`config.mk`:
```
export PLATFORM = sky130hd
export DESIGN_NAME = uart_dmi_ctrl
export DESIGN_NICKNAME = d
export VERILOG_FILES = /design/src/rtl/uart_dmi_ctrl.sv
export SDC_FILE = /design/constraint.sdc
export NUM_CORES = 1
export LEC_CHECK = 0
export BUFFER_PORTS_ARGS = -buffer_cell sky130_fd_sc_hd__clkbuf_2
export CORE_UTILIZATION = 30
export CTS_CLUSTER_SIZE = 16
export DETAILED_ROUTE_END_ITERATION = 8
export SETUP_SLACK_MARGIN = 0.02
export SLEW_MARGIN = 10
export SYNTH_ARGS = -nofsm -noshare
export SYNTH_HDL_FRONTEND = slang
export SYNTH_SLANG_ARGS = --single-unit
```
`constraint.sdc`:
```
create_clock -name CLK_I -period 1.9 [get_ports CLK_I]
set_input_delay 0.285 -clock CLK_I [delete_from_list [all_inputs] [get_ports CLK_I]]
set_output_delay 0.285 -clock CLK_I [all_outputs]
set_load 0.02 [all_outputs]
```
`src/rtl/uart_dmi_ctrl.sv`:
```
// UART byte-frame to DMI bridge: 01/02 frames -> one DMI read/write, reply status (+4 read-data bytes, LSB first).
// DMI request 1 cycle after last frame byte, first reply byte 1 cycle after response; stalls are held in the UART FIFOs or DMI handshakes.
module uart_dmi_ctrl #(
    parameter int ABITS   = 7,
    parameter int TIMEOUT = 100000
) (
    input  logic             CLK_I,
    input  logic             RST_I,
    input  logic             RX_EMPTY_I,
    output logic             RE_O,
    input  logic [7:0]       DREC_I,
    input  logic             TX_READY_I,
    output logic             WE_O,
    output logic [7:0]       DSEND_O,
    output logic             DMI_REQ_VALID_O,
    input  logic             DMI_REQ_READY_I,
    output logic [ABITS-1:0] DMI_REQ_ADDR_O,
    output logic [31:0]      DMI_REQ_DATA_O,
    output logic [1:0]       DMI_REQ_OP_O,
    input  logic             DMI_RESP_VALID_I,
    output logic             DMI_RESP_READY_O,
    input  logic [31:0]      DMI_RESP_DATA_I,
    input  logic [1:0]       DMI_RESP_OP_I,
    output logic             BUSY_O
);
    typedef enum logic [2:0] {
        S_IDLE,
        S_RX_ADDR,
        S_RX_DATA,
        S_DMI_REQ,
        S_DMI_RESP,
        S_TX_STATUS,
        S_TX_DATA
    } state_t;

    localparam int            TW       = $clog2(TIMEOUT + 1);
    localparam logic [TW-1:0] TMO_LAST = TW'(TIMEOUT - 1);

    state_t           state;
    logic [1:0]       op;
    logic [1:0]       idx;
    logic [TW-1:0]    tmo_cnt;
    logic [ABITS-1:0] addr;
    logic [31:0]      req_data;
    logic [31:0]      resp_data;
    logic [7:0]       status;
    logic             rx_state;
    logic             tx_state;

    assign rx_state = (state == S_IDLE) || (state == S_RX_ADDR) || (state == S_RX_DATA);
    assign tx_state = (state == S_TX_STATUS) || (state == S_TX_DATA);

    // RX byte is taken straight from the FIFO head in the cycle it is strobed.
    assign RE_O = rx_state && !RX_EMPTY_I && !RST_I;
    assign WE_O = tx_state && TX_READY_I && !RST_I;

    assign DMI_REQ_VALID_O  = (state == S_DMI_REQ);
    assign DMI_RESP_READY_O = (state == S_DMI_RESP);
    assign DMI_REQ_ADDR_O   = addr;
    assign DMI_REQ_DATA_O   = req_data;
    assign DMI_REQ_OP_O     = op;
    assign BUSY_O           = (state != S_IDLE);

    always_comb begin
        DSEND_O = status;
        if (state == S_TX_DATA) begin
            case (idx)
                2'd0:    DSEND_O = resp_data[7:0];
                2'd1:    DSEND_O = resp_data[15:8];
                2'd2:    DSEND_O = resp_data[23:16];
                default: DSEND_O = resp_data[31:24];
            endcase
        end
    end

    always_ff @(posedge CLK_I) begin
        if (RST_I) begin
            state     <= S_IDLE;
            op        <= 2'd0;
            idx       <= 2'd0;
            tmo_cnt   <= '0;
            addr      <= '0;
            req_data  <= '0;
            resp_data <= '0;
            status    <= 8'h00;
        end else begin
            case (state)
                S_IDLE: begin
                    tmo_cnt <= '0;
                    if (RE_O) begin
                        case (DREC_I)
                            8'h00: ;
                            8'h01, 8'h02: begin
                                op       <= DREC_I[1:0];
                                req_data <= '0;
                                state    <= S_RX_ADDR;
                            end
                            default: begin
                                op     <= 2'd0;
                                status <= 8'hFF;
                                state  <= S_TX_STATUS;
                            end
                        endcase
                    end
                end
                S_RX_ADDR, S_RX_DATA: begin
                    if (RE_O) begin
                        tmo_cnt <= '0;
                        if (state == S_RX_ADDR) begin
                            addr  <= DREC_I[ABITS-1:0];
                            idx   <= 2'd0;
                            state <= (op == 2'd1) ? S_DMI_REQ : S_RX_DATA;
                        end else begin
                            // Shift in from the top so the first byte lands in [7:0].
                            req_data <= {DREC_I, req_data[31:8]};
                            idx      <= idx + 1'b1;
                            if (idx == 2'd3) state <= S_DMI_REQ;
                        end
                    end else if (tmo_cnt == TMO_LAST) begin
                        tmo_cnt <= '0;
                        state   <= S_IDLE;
                    end else begin
                        tmo_cnt <= tmo_cnt + 1'b1;
                    end
                end
                S_DMI_REQ: begin
                    if (DMI_REQ_READY_I) state <= S_DMI_RESP;
                end
                S_DMI_RESP: begin
                    if (DMI_RESP_VALID_I) begin
                        resp_data <= DMI_RESP_DATA_I;
                        status    <= {6'b0, DMI_RESP_OP_I};
                        state     <= S_TX_STATUS;
                    end
                end
                S_TX_STATUS: begin
                    if (TX_READY_I) begin
                        idx   <= 2'd0;
                        state <= (op == 2'd1 && status == 8'h00) ? S_TX_DATA : S_IDLE;
                    end
                end
                S_TX_DATA: begin
                    if (TX_READY_I) begin
                        idx <= idx + 1'b1;
                        if (idx == 2'd3) state <= S_IDLE;
                    end
                end
                default: state <= S_IDLE;
            endcase
        end
    end
endmodule

```
### Word level (Yosys, flattened, before mapping)

Cells that the tools add are included.

| word-level totals | value |
|---|---|
| flip-flop bits (word level) | 103 |
| input bits | 48 |
| output and inout port bits | 54 |
| logic and storage cells | 99 |

| cells by class | value |
|---|---|
| add/subtract/negate cells | 2 |
| equality and inequality tests | 26 |
| multiplexer cells | 34 |
| bitwise logic cells | 1 |
| reduce and logical (&&, ||, !) cells | 28 |

Operator list:

| kind | count |
|---|---|
| two-way mux 32 bit | 4 |
| one-hot mux 32 bit (2 select lines) | 1 |
| two-way mux 17 bit | 2 |
| one-hot mux 17 bit (2 select lines) | 1 |
| two-way mux 3 bit | 11 |
| two-way mux 8 bit | 4 |
| one-hot mux 8 bit (3 select lines) | 1 |
| one-hot mux 3 bit (6 select lines) | 1 |
| adder 17 x 1 -> 17 bit, second input constant | 1 |
| equality test 17 bit, second input constant | 1 |
| zero test 8 bit | 2 |
| != test 2 bit, second input constant | 8 |
| one-hot mux 8 bit (2 select lines) | 1 |
| equality test 3 bit, second input constant | 3 |
| AND reduction 9 bit | 1 |
| equality test 8 x 1 -> 1 bit, second input constant | 1 |
| equality test 8 x 2 -> 1 bit, second input constant | 1 |
| two-way mux 2 bit | 4 |
| AND reduction 4 bit | 2 |
| equality test 3 x 2 -> 1 bit, second input constant | 2 |
| != test 2 x 1 -> 1 bit, second input constant | 3 |
| one-hot mux 2 bit (3 select lines) | 1 |
| one-hot mux 3 bit (2 select lines) | 1 |
| AND reduction 3 bit | 2 |
| 20 further kinds | 32 |

### Depth between registers and ports, before layout

Gate-level depths: netlist (run 1).

| depth | value |
|---|---|
| depth after elaboration | 7 |
| depth in mapped cells | 7 |
| mapped depth without buffers | 6 |

### Least setup slack after synthesis (run 1)

No wires, ideal clock.

| timing path | value |
|---|---|
| kind | register to output |
| from | register idx[0] |
| to | output DSEND_O[0] |
| data arrival time | 1612 ps |
| required time | 1615 ps |
| slack | 3 ps |
| cell stages (with the launch flop) | 6 |
| path buffers | 2 |
| path through | dfxtp_1 -> ha_1 -> clkbuf_1 -> clkbuf_1 -> a21oi_1 -> o21ai_0 |

| between the ends | value |
|---|---|
| longest elaborated chain between the ends | 3 |
| elaborated cells on any way between the ends | 5 |
| those cells by class | 2 x eq/ne; 2 x mux; 1 x reduce/logical |

RTL lines:

| what | line | RTL |
|---|---|---|
| from (decl) | 41 | `logic [1:0] idx;` |
| from (signal assigned) | 116 | `idx <= idx + 1'b1;` |
| from (signal assigned) | 144 | `idx <= idx + 1'b1;` |
| equality test 2 bit (tied with other cells) | 67 | `case (idx)` |
| one-hot mux 8 bit (3 select lines) (*) | 67 |  |
| two-way mux 8 bit (*) | 66 | `if (state == S_TX_DATA) begin` |
| to (decl) | 14 | `output logic [7:0] DSEND_O,` |

Every way passes the cells marked *; elsewhere a longest branch is shown, timed or not.

### Final worst setup path (run 1)

| timing path | value |
|---|---|
| from | register idx[0] |
| to | output DSEND_O[5] |

Same word-level chain as after synthesis.

==> metrics, run 1 <==
Leakage Power=around 2.3 nW; Area growth syn-to-layout=34.1%; Mapped Area=0.00441 mm²; data arrival time of the worst path=1.87 ns; Worst VDD drop=0.676 mV; die area=about 0.015 mm²; outcome=finished, violations left; CP bufs+invs=3; CTS root buf=clkbuf_16; Final Setup Violations=14; largest delay contributor family on the critical path=compound AO/OA/AOI/OAI gates; Seq pwr share=34.5%; Max Used Layer=met4; DRT iter0 DRCs=approximately 370; syn_area_per_cell=approximately 7.7 µm²; layout cells sized above 1=30.3%; Post-synth EDFFs=0; worst min-delay path category=input pin to register; Crit Path Category=register to primary output; design area=between 0.005 and 0.006 mm²; GRT Residual Overflow=0; critical path peak fanout=8; Core Box Area=between 0.01 and 0.015 mm²; nets@finish=748; # DRC=0; diode count=0; sequential-to-total area share from yosys stat=44.5%; Rel. slew slack=53.8%; cell-internal power=0.00442 W; most frequent cells in the layout=121 x nand2_1, 99 x clkbuf_2, 89 x dfxtp_1, 84 x a21oi_1, 41 x buf_4; CTS buffer count=9; I/O Pins=102; Layout Skew=0.00339 ns; Switch Pwr=around 0.0025 W; largest area contributor in the netlist=dfxtp_1; final hold slack=0.151 ns; Initial Util=31.3%; placed cell area=0.00531 mm²; Post-DRT Antenna Nets=0; final worst setup slack=-0.255 ns; first-pass GRT wire length=20,500 µm; synth unique cells=54; flop2flop setup slack=-0.04 ns; P per Cell Area=1170 mW/mm²; via/cell ratio=5.03; routed metal-1 wirelength=approximately 5300 µm; gr usage total=17.1%; Area contributors post-synth=dfxtp_1 45%, nand2_1 10%, a21oi_1 9.7%, nand3_1 4.4%, clkbuf_1 2.9%; warnings from Yosys=0; failing checks=negative setup slack; WL met3=938 µm; Tcrit/Tclk final=113%; via count=between 4,000 and 5,000; clock insertion delay at the later pin of the skew report=~0.34 ns; final hold viol count=0; Crit path required time=1.62 ns; Period minus WS final=around 2.2 ns; CTS Sinks=roughly 100; crit-path max cell delay=0.35 ns; metal2 WL=6040 µm; Yosys reg bits=98; CTS tree=yes; Reg clk slew, reported paths=0.07 ns; crit-path cells=inv_2 > ha_4 > buf_4 > a222oi_1 > nor2_1 > a21oi_1 > o21ai_1 > buf_2; Post-Synthesis Cells=~570; sum of net half-perimeters after detailed placement=8740 µm; Routed WL=12,500 µm; Port Buffers=~100; row cnt=43; achievable frequency=464 MHz; unrepaired setup endpoints after global routing=yes; Logic pwr share=38.7%; Die W=123 µm; die height=123 µm; RePlAce Congestion=0.873; vias in the first global route=approximately 4,300; CP startpoint kind=register; wire length per cell=14.2 µm; Sw Share=36.0%; initial antenna violation count=0; Total Power=0.00690 W; cts hold-fix bufs=0; drt pass-1 iters=6; Post-Synthesis Net Count=626; Final Max Slew Viols=0; most common cell after layout, fill and taps aside=nand2_1; clock share of power=26.8%; worst-margin pin slew=0.692 ns; Main synth FF type=dfxtp_1; Async S/R FF share, synth=0%; Clock Path Buffers=2; largest net degree at the start of global routing=49; maximum capacitance violations=0; crit end category=primary output; Synth top area share=44.5%; H-tree depth reported by CTS=3; slowest stage cell, crit path=dfxtp_2
## synth_stat cells (all sizes together), types with 7 or more instances
cell type and n:
nand2 122, dfxtp 98, a21oi 85, nand3 39, clkbuf 34, nor2 31, o21ai 25, nor3 17
inv 13, nand2b 10, a222oi 8, or3 7
## flip-flops by register name, summed over array words and instances, names as in the netlist
name and flops:
tmo_cnt 17, DMI_REQ_ADDR_O 7, state 3, status 3
idx 2, DMI_REQ_OP_O 2, resp_data 32, DMI_REQ_DATA_O 32
## metrics by stage
stage,instances,TNS [ns],util (%),setup slack [ns]
finish,880,-1.68,41.9,-0.255
global placement,852,-1.28,37.7,-0.0953
detailed placement,852,-4.65,37.7,-0.145
CTS,875,-1.68,40.9,-0.277
global route,880,-3.22,41.9,-0.362
floorplan,573,0,-,0.0507
## power groups by stage
stage,registers (W),clock network (W),logic [W]
2_1_floorplan,0.00240,0,0.00149
3_3_place_gp,0.00239,0,0.00227
3_5_place_dp,0.00240,0,0.00231
4_1_cts,0.00237,0.00189,0.00251
5_1_grt,0.00240,0.00196,0.00292
6_report,0.00238,0.00185,0.00267
## area by class of cell
cell class / instances / area (µm²)
tap: 180 / 225
timing repair buffer: 151 / 956
inverter: 13 / 48.8
clock buffer: 14 / 264
clock inverter: 2 / 35.0
fill: 1484 / 8190
sequential: 98 / 1970
multi-input combinational: 422 / 2410
## layer usage
| metal | track usage (%) | up-vias |
|---|---|---|
| met5 | 0 | - |
| met4 | 5.05 | 0 |
| met3 | 6.18 | 13 |
| met2 | 28.5 | 97 |
| met1 | 20.5 | 2066 |
| li1 | - | 2248 |
## cell families (layout without fill, tap and decap cells)
group	after synthesis	in the layout	share of synthesized area [%]
buffers and inverters	53	180	4.86
multiplexers	4	4	0.937
XOR/XNOR	3	3	0.596
flip-flops	98	98	44.5
adder cells (fa/ha/maj)	5	5	1.42
AND/OR/NAND/NOR	256	256	27.0
AO/OA/AOI/OAI	154	154	20.7
## timing repair
action | in CTS | in global routing
gates resized for setup | 27 | 26
buffers inserted | 7 | 5
endpoints found under the setup margin | 54 | 28
pin swaps | 13 | 22
## worst reg2reg max path, stage by stage (launching register included)
cell	delay [ns]
dfxtp_2	0.32
or4_4	0.54
nor4_4	0.35
or3_4	0.29
buf_6	0.13
nor3_1	0.04
o21a_1	0.16
## final timing paths
kind	cells past startpoint	end	start
max	8	DSEND_O[5]	idx[0]$_SDFFE_PP0P_
min	3	resp_data[12]$_SDFFE_PP0P_	DMI_RESP_DATA_I[12]
max reg2reg	6	tmo_cnt[7]$_SDFFE_PP0P_	tmo_cnt[11]$_SDFFE_PP0P_
min reg2reg	2	DMI_REQ_DATA_O[0]$_SDFFE_PP0P_	DMI_REQ_DATA_O[0]$_SDFFE_PP0P_
No activity file was read; power rests on OpenSTA's default activity.
==> run 2: changes to the inputs <==
--- a/constraint.sdc
+++ b/constraint.sdc
@@ -3,2 +3,2 @@
 set_output_delay 0.285 -clock CLK_I [all_outputs]
-set_load 0.02 [all_outputs]
+set_load 0.01 [all_outputs]
==> run 2 against run 1 <==
Compared with the run above:
- the run still ends with negative setup slack left
- hold slack improved by 0.0037 ns
- first-iteration DRC count down 18%
- via count rose by 3.7%
- highest routed layer unchanged
==> metrics, run 2 (same netlist as run 1, synthesis figures left out) <==
outcome=finished, violations left (unchanged); failing checks=negative setup slack (unchanged); first-pass GRT wire length=21,100 µm (was 20,500 µm); via/cell ratio=5.21 (was 5.03); vias in the first global route=4,374 (was 4,309); maximum capacitance violations=0 (unchanged); Reg clk slew, reported paths=0.07 ns (about the same); layout cells sized above 1=31.5% (was 30.3%); Worst VDD drop=0.714 mV (was 0.676 mV); P per Cell Area=1160 mW/mm² (was 1170 mW/mm²); area of the multi-input gates=0.00246 mm² (was 0.00241 mm²); Clock Path Buffers=2 (unchanged); Crit Path Category=register to primary output (unchanged); RePlAce Congestion=0.879 (was 0.873); wire length per cell=14.9 µm (was 14.2 µm); CP startpoint kind=register (unchanged); slowest stage cell, crit path=a222oi_1 (was dfxtp_2); CTS Sinks=98 (unchanged); nets@finish=749 (was 748); Final Max Slew Viols=0 (unchanged); CTS tree=yes (unchanged); Period minus WS final=2.13 ns (was 2.16 ns); diode count=0 (unchanged); Total Power=0.00693 W (was 0.00690 W); die height=123 µm (unchanged); final hold slack=0.154 ns (was 0.151 ns); die area=0.0152 mm² (unchanged); Storage cell area=0.00198 mm² (was 0.00197 mm²); worst-margin pin slew=0.723 ns (was 0.692 ns); Port Buffers=101 (unchanged); Routed WL=13,200 µm (was 12,500 µm); H-tree depth reported by CTS=3 (unchanged); Final Setup Violations=21 (was 14); initial antenna violation count=0 (unchanged); largest net degree at the start of global routing=59 (was 49); via count=4,586 (was 4,424); design area=0.00596 mm² (was 0.00591 mm²); Rel. slew slack=51.8% (was 53.8%); most common cell after layout, fill and taps aside=nand2_1 (unchanged); row cnt=43 (unchanged); Tcrit/Tclk final=112% (was 113%); final worst setup slack=-0.234 ns (was -0.255 ns); GRT Residual Overflow=0 (unchanged); Post-DRT Antenna Nets=0 (unchanged); crit end category=primary output (unchanged); achievable frequency=469 MHz (was 464 MHz); Layout Skew=0.00299 ns (was 0.00339 ns); crit-path cells=buf_6 > ha_4 > a222oi_1 > nor2_1 > a21oi_1 > o21ai_1 > buf_2 (was inv_2 > ha_4 > buf_4 > a222oi_1 > nor2_1 > a21oi_1 > o21ai_1 > buf_2); drt pass-1 iters=6 (unchanged); Initial Util=31.3% (unchanged); worst min-delay path category=input pin to register (unchanged); crit-path max cell delay=0.38 ns (was 0.35 ns); Area growth syn-to-layout=35.3% (was 34.1%); unrepaired setup endpoints after global routing=yes (unchanged); gr usage total=17.6% (was 17.1%); Core Box Area=0.0141 mm² (unchanged); critical path peak fanout=8 (unchanged); cts hold-fix bufs=0 (unchanged); DRT iter0 DRCs=304 (was 372); placed cell area=0.00532 mm² (was 0.00531 mm²); flop2flop setup slack=-0.08 ns (was -0.04 ns); Leakage Power=2.25 nW (was 2.26 nW); CTS root buf=clkbuf_16 (unchanged); data arrival time of the worst path=1.85 ns (was 1.87 ns); CTS buffer count=9 (unchanged); sum of net half-perimeters after detailed placement=9110 µm (was 8740 µm); fill count=1,422 (was 1,484); final hold viol count=0 (unchanged); Die W=123 µm (unchanged); # DRC=0 (unchanged); I/O Pins=102 (unchanged); most frequent cells in the layout=121 x nand2_1, 99 x clkbuf_2, 89 x dfxtp_1, 81 x a21oi_1, 42 x buf_4 (was 121 x nand2_1, 99 x clkbuf_2, 89 x dfxtp_1, 84 x a21oi_1, 41 x buf_4); Crit path required time=1.62 ns (about the same); clock insertion delay at the later pin of the skew report=0.34 ns (about the same)
run 2: changes by cell type in the layout (fill, tap and decap cells not counted), sizes merged:
cell	before	now
clkbuf	113	108
inv	13	15
clkinv	1	3
clkinvlp	0	1
nor2	31	32
run 2: through the flow:
stage,TNS (ns),setup WS (ns),cells,utilization [%]
3_3_place_gp,-1.97,-0.0983,854,37.7
6_report,-2.21,-0.234,881,42.3
2_1_floorplan,0,0.0507,573,-
5_1_grt,-3.97,-0.320,881,42.3
3_5_place_dp,-3.88,-0.128,854,37.7
4_1_cts,-1.57,-0.215,875,40.7
run 2: metal layers:
metal  global-route usage, %  up-vias  wire, µm
met1                    22.0     2133      5760
met3                    6.46       27       982
met2                    28.0      165      6150
met4                    5.27        0       259
met5                       0        -         0
li1                        -     2261         -
run 2: final timing paths:
path,start,end,cells past startpoint
max,idx[0]$_SDFFE_PP0P_,DSEND_O[3],7
min,DMI_RESP_DATA_I[21],resp_data[21]$_SDFFE_PP0P_,3
min reg2reg,DMI_REQ_DATA_O[0]$_SDFFE_PP0P_,DMI_REQ_DATA_O[0]$_SDFFE_PP0P_,2
max reg2reg,tmo_cnt[13]$_SDFFE_PP0P_,tmo_cnt[11]$_SDFFE_PP0P_,7
run 2: what timing repair did:
action	in CTS	in global routing
gates cloned	0	1
gates resized for setup	21	43
pin swaps	7	34
setup buffers	5	5
setup endpoints to repair	51	57
run 2: worst max-delay path: cells and delay by family, from the launching register on:
family | cells | cell delay [ns]
compound gates | 3 | 0.60
fa+ha+maj | 1 | 0.18
buf+inv | 2 | 0.26
flops | 1 | 0.36
simple gates | 1 | 0.10
run 2: report_power, final:
group / total, W / switching (W) / internal, W
clock network: 0.00187 / 0.000838 / 0.00103
logic: 0.00264 / 0.00154 / 0.00110
registers: 0.00242 / 0.000169 / 0.00225
run 2: area by class of cell:
class,instances,area share (%)
Sequential cell,98,33.2
Clock inverter,7,1.30
Timing Repair Buffer,151,15.9
Multi-Input combinational cell,423,41.2
Tap cell,180,3.78
Clock buffer,9,3.78
Inverter,13,0.860
==> run 3: changes to the inputs <==
Settings changed: REMOVE_ABC_BUFFERS set to 1.
Clock period 1.9 ns to 2.3 ns, I/O delays scaled along.
==> run 3 against run 2 <==
Compared with the run above:
- the run now ends clean
- final cell count shrank 4.2%
- sequential power is 19% lower
- via count is 4.8% lower
- combinational power decreased by 36%
- highest routed layer unchanged
- setup slack better by 0.37 ns
==> metrics, run 3 (same netlist as run 1, synthesis figures left out) <==
outcome=complete, no violations (was finished, violations left); Area growth syn-to-layout=24.6% (was 35.3%); drt pass-1 iters=5 (was 6); worst-margin pin slew=0.824 ns (was 0.723 ns); die height=123 µm (unchanged); I/O Pins=102 (unchanged); row cnt=43 (unchanged); Leakage Power=2.06 nW (was 2.25 nW); met2 Use GR=25.9% (was 28.0%); layout cells sized above 1=23.3% (was 31.5%); via count=4,367 (was 4,586); GRT met1 Usage=20.9% (was 22.0%); largest net degree at the start of global routing=45 (was 59); layer with the highest usage=met2 (unchanged); clock insertion delay at the later pin of the skew report=0.35 ns (was 0.34 ns); Final Setup Violations=0 (was 21); initial antenna violation count=0 (unchanged); Worst VDD drop=0.499 mV (was 0.714 mV); H-tree depth reported by CTS=3 (unchanged); achievable frequency=463 MHz; critical path peak fanout=8 (unchanged); R2R Path Start=tmo_cnt[11]$_SDFFE_PP0P_ (was tmo_cnt[13]$_SDFFE_PP0P_); die area=0.0152 mm² (unchanged); CP startpoint kind=register (unchanged); RePlAce Congestion=0.813 (was 0.879); first-pass GRT wire length=19,400 µm (was 21,100 µm); fill count=1,478 (was 1,422); Rel. slew slack=44.7% (was 51.8%); sum of net half-perimeters after detailed placement=8580 µm (was 9110 µm); critical path startpoint=idx[0]$_SDFFE_PP0P_ (unchanged); Tcrit/Tclk final=94.0%; CTS Sinks=98 (unchanged); data arrival time of the worst path=1.82 ns (was 1.85 ns); grt met3 use=5.12% (was 6.46%); most frequent cells in the layout=121 x nand2_1, 100 x clkbuf_2, 96 x dfxtp_1, 85 x a21oi_1, 38 x nand3_1 (was 121 x nand2_1, 99 x clkbuf_2, 89 x dfxtp_1, 81 x a21oi_1, 42 x buf_4); wire length per cell=14.3 µm (was 14.9 µm); Port Buffers=101 (unchanged); CTS tree=yes (unchanged); final hold viol count=0 (unchanged); fin util=39.0% (was 42.3%); Core Box Area=0.0141 mm² (unchanged); unrepaired setup endpoints after global routing=yes (unchanged); most common cell after layout, fill and taps aside=nand2_1 (unchanged); Clock Path Buffers=2 (unchanged); DRT iter0 DRCs=360 (was 304); Die W=123 µm (unchanged); gr usage total=16.4% (was 17.6%); Crit Path Category=register to primary output (unchanged); GRT Residual Overflow=0 (unchanged); diode count=0 (unchanged); Crit path required time=1.96 ns (was 1.62 ns); Layout Skew=0.00764 ns (was 0.00299 ns); vias in the first global route=3,955 (was 4,374); P per Cell Area=987 mW/mm² (was 1160 mW/mm²); Post-DRT Antenna Nets=0 (unchanged); cts hold-fix bufs=0 (unchanged); # DRC=0 (unchanged); hold path startpoint=DMI_RESP_DATA_I[0] (was DMI_RESP_DATA_I[21]); crit end category=primary output (unchanged); nets@finish=712 (was 749); Reg clk slew, reported paths=0.07 ns (about the same); Final Max Slew Viols=0 (unchanged); maximum capacitance violations=0 (unchanged); Initial Util=31.3% (unchanged); final hold slack=0.209 ns (was 0.154 ns); CTS root buf=clkbuf_16 (unchanged); Routed WL=12,100 µm (was 13,200 µm); CTS buffer count=9 (unchanged); worst min-delay path category=input pin to register (unchanged); via/cell ratio=5.17 (was 5.21); Period minus WS final=2.16 ns
run 3: cell types whose count changed in the layout (fill, tap and decap cells not counted), moves of 3 or more:
cell and delta:
a21oi_1 +4, a21oi_2 -4, buf_12 -3, buf_4 -29
buf_6 -4, dfxtp_1 +7, dfxtp_2 -5, nor3_1 +3
o21ai_0 +4, o21ai_2 -3
run 3: path summary, 6_finish.rpt:
path,slack (ns),endpoint,depth (start not counted)
min reg2reg,0.46,DMI_REQ_DATA_O[6]$_SDFFE_PP0P_,2
max reg2reg,0.19,state[1]$_SDFFE_PP0P_,5
max,0.14,DSEND_O[0],7
min,0.21,resp_data[0]$_SDFFE_PP0P_,3
run 3: timing repair:
item	CTS	global route
pin swaps	1	2
hold endpoints to repair	0	0
endpoints found under the setup margin	8	8
resized for setup	7	7
buffers inserted	0	0
run 3: final cells by class:
type	count	area, µm²	share of cell area, %
Clock buffer	10	239	4.35
Clock inverter	6	111	2.03
Inverter	13	48.8	0.889
Multi-Input combinational cell	422	2280	41.5
Sequential cell	98	1970	35.8
Tap cell	180	225	4.10
Timing Repair Buffer	115	623	11.3
run 3: power breakdown:
group          internal [W]  switching [W]  leakage [nW]  total (W)
combinational      0.000605        0.00109          1.10    0.00170
clock               0.00109       0.000663         0.169    0.00176
sequential          0.00185       0.000122         0.794    0.00197
run 3: stage by stage:
stage                     setup slack [ns]  power, W  TNS, ns  instances  cell area (µm²)
after floorplan                     -0.229   0.00302    -7.11        533             4240
after global placement               0.228   0.00361        0        828             5100
after detailed placement             0.144   0.00364        0        828             5100
after CTS                           0.0115   0.00544        0        844             5470
after global routing                0.0161   0.00573        0        844             5490
final                                0.138   0.00542        0        844             5490
run 3: worst max-delay path: stages, from the launching register on:
cell and delay (ns):
dfxtp_4 0.38, inv_2 0.07, ha_4 0.20, a222oi_1 0.37
nor2_1 0.08, a21oi_1 0.14, o21ai_1 0.09, clkbuf_2 0.14
run 3: per-layer routing:
metal  vias up  wire length [µm]
met5         -                 0
met2       125              5720
met1      2044              5350
li1       2187                 -
met4         0               165
met3        11               823
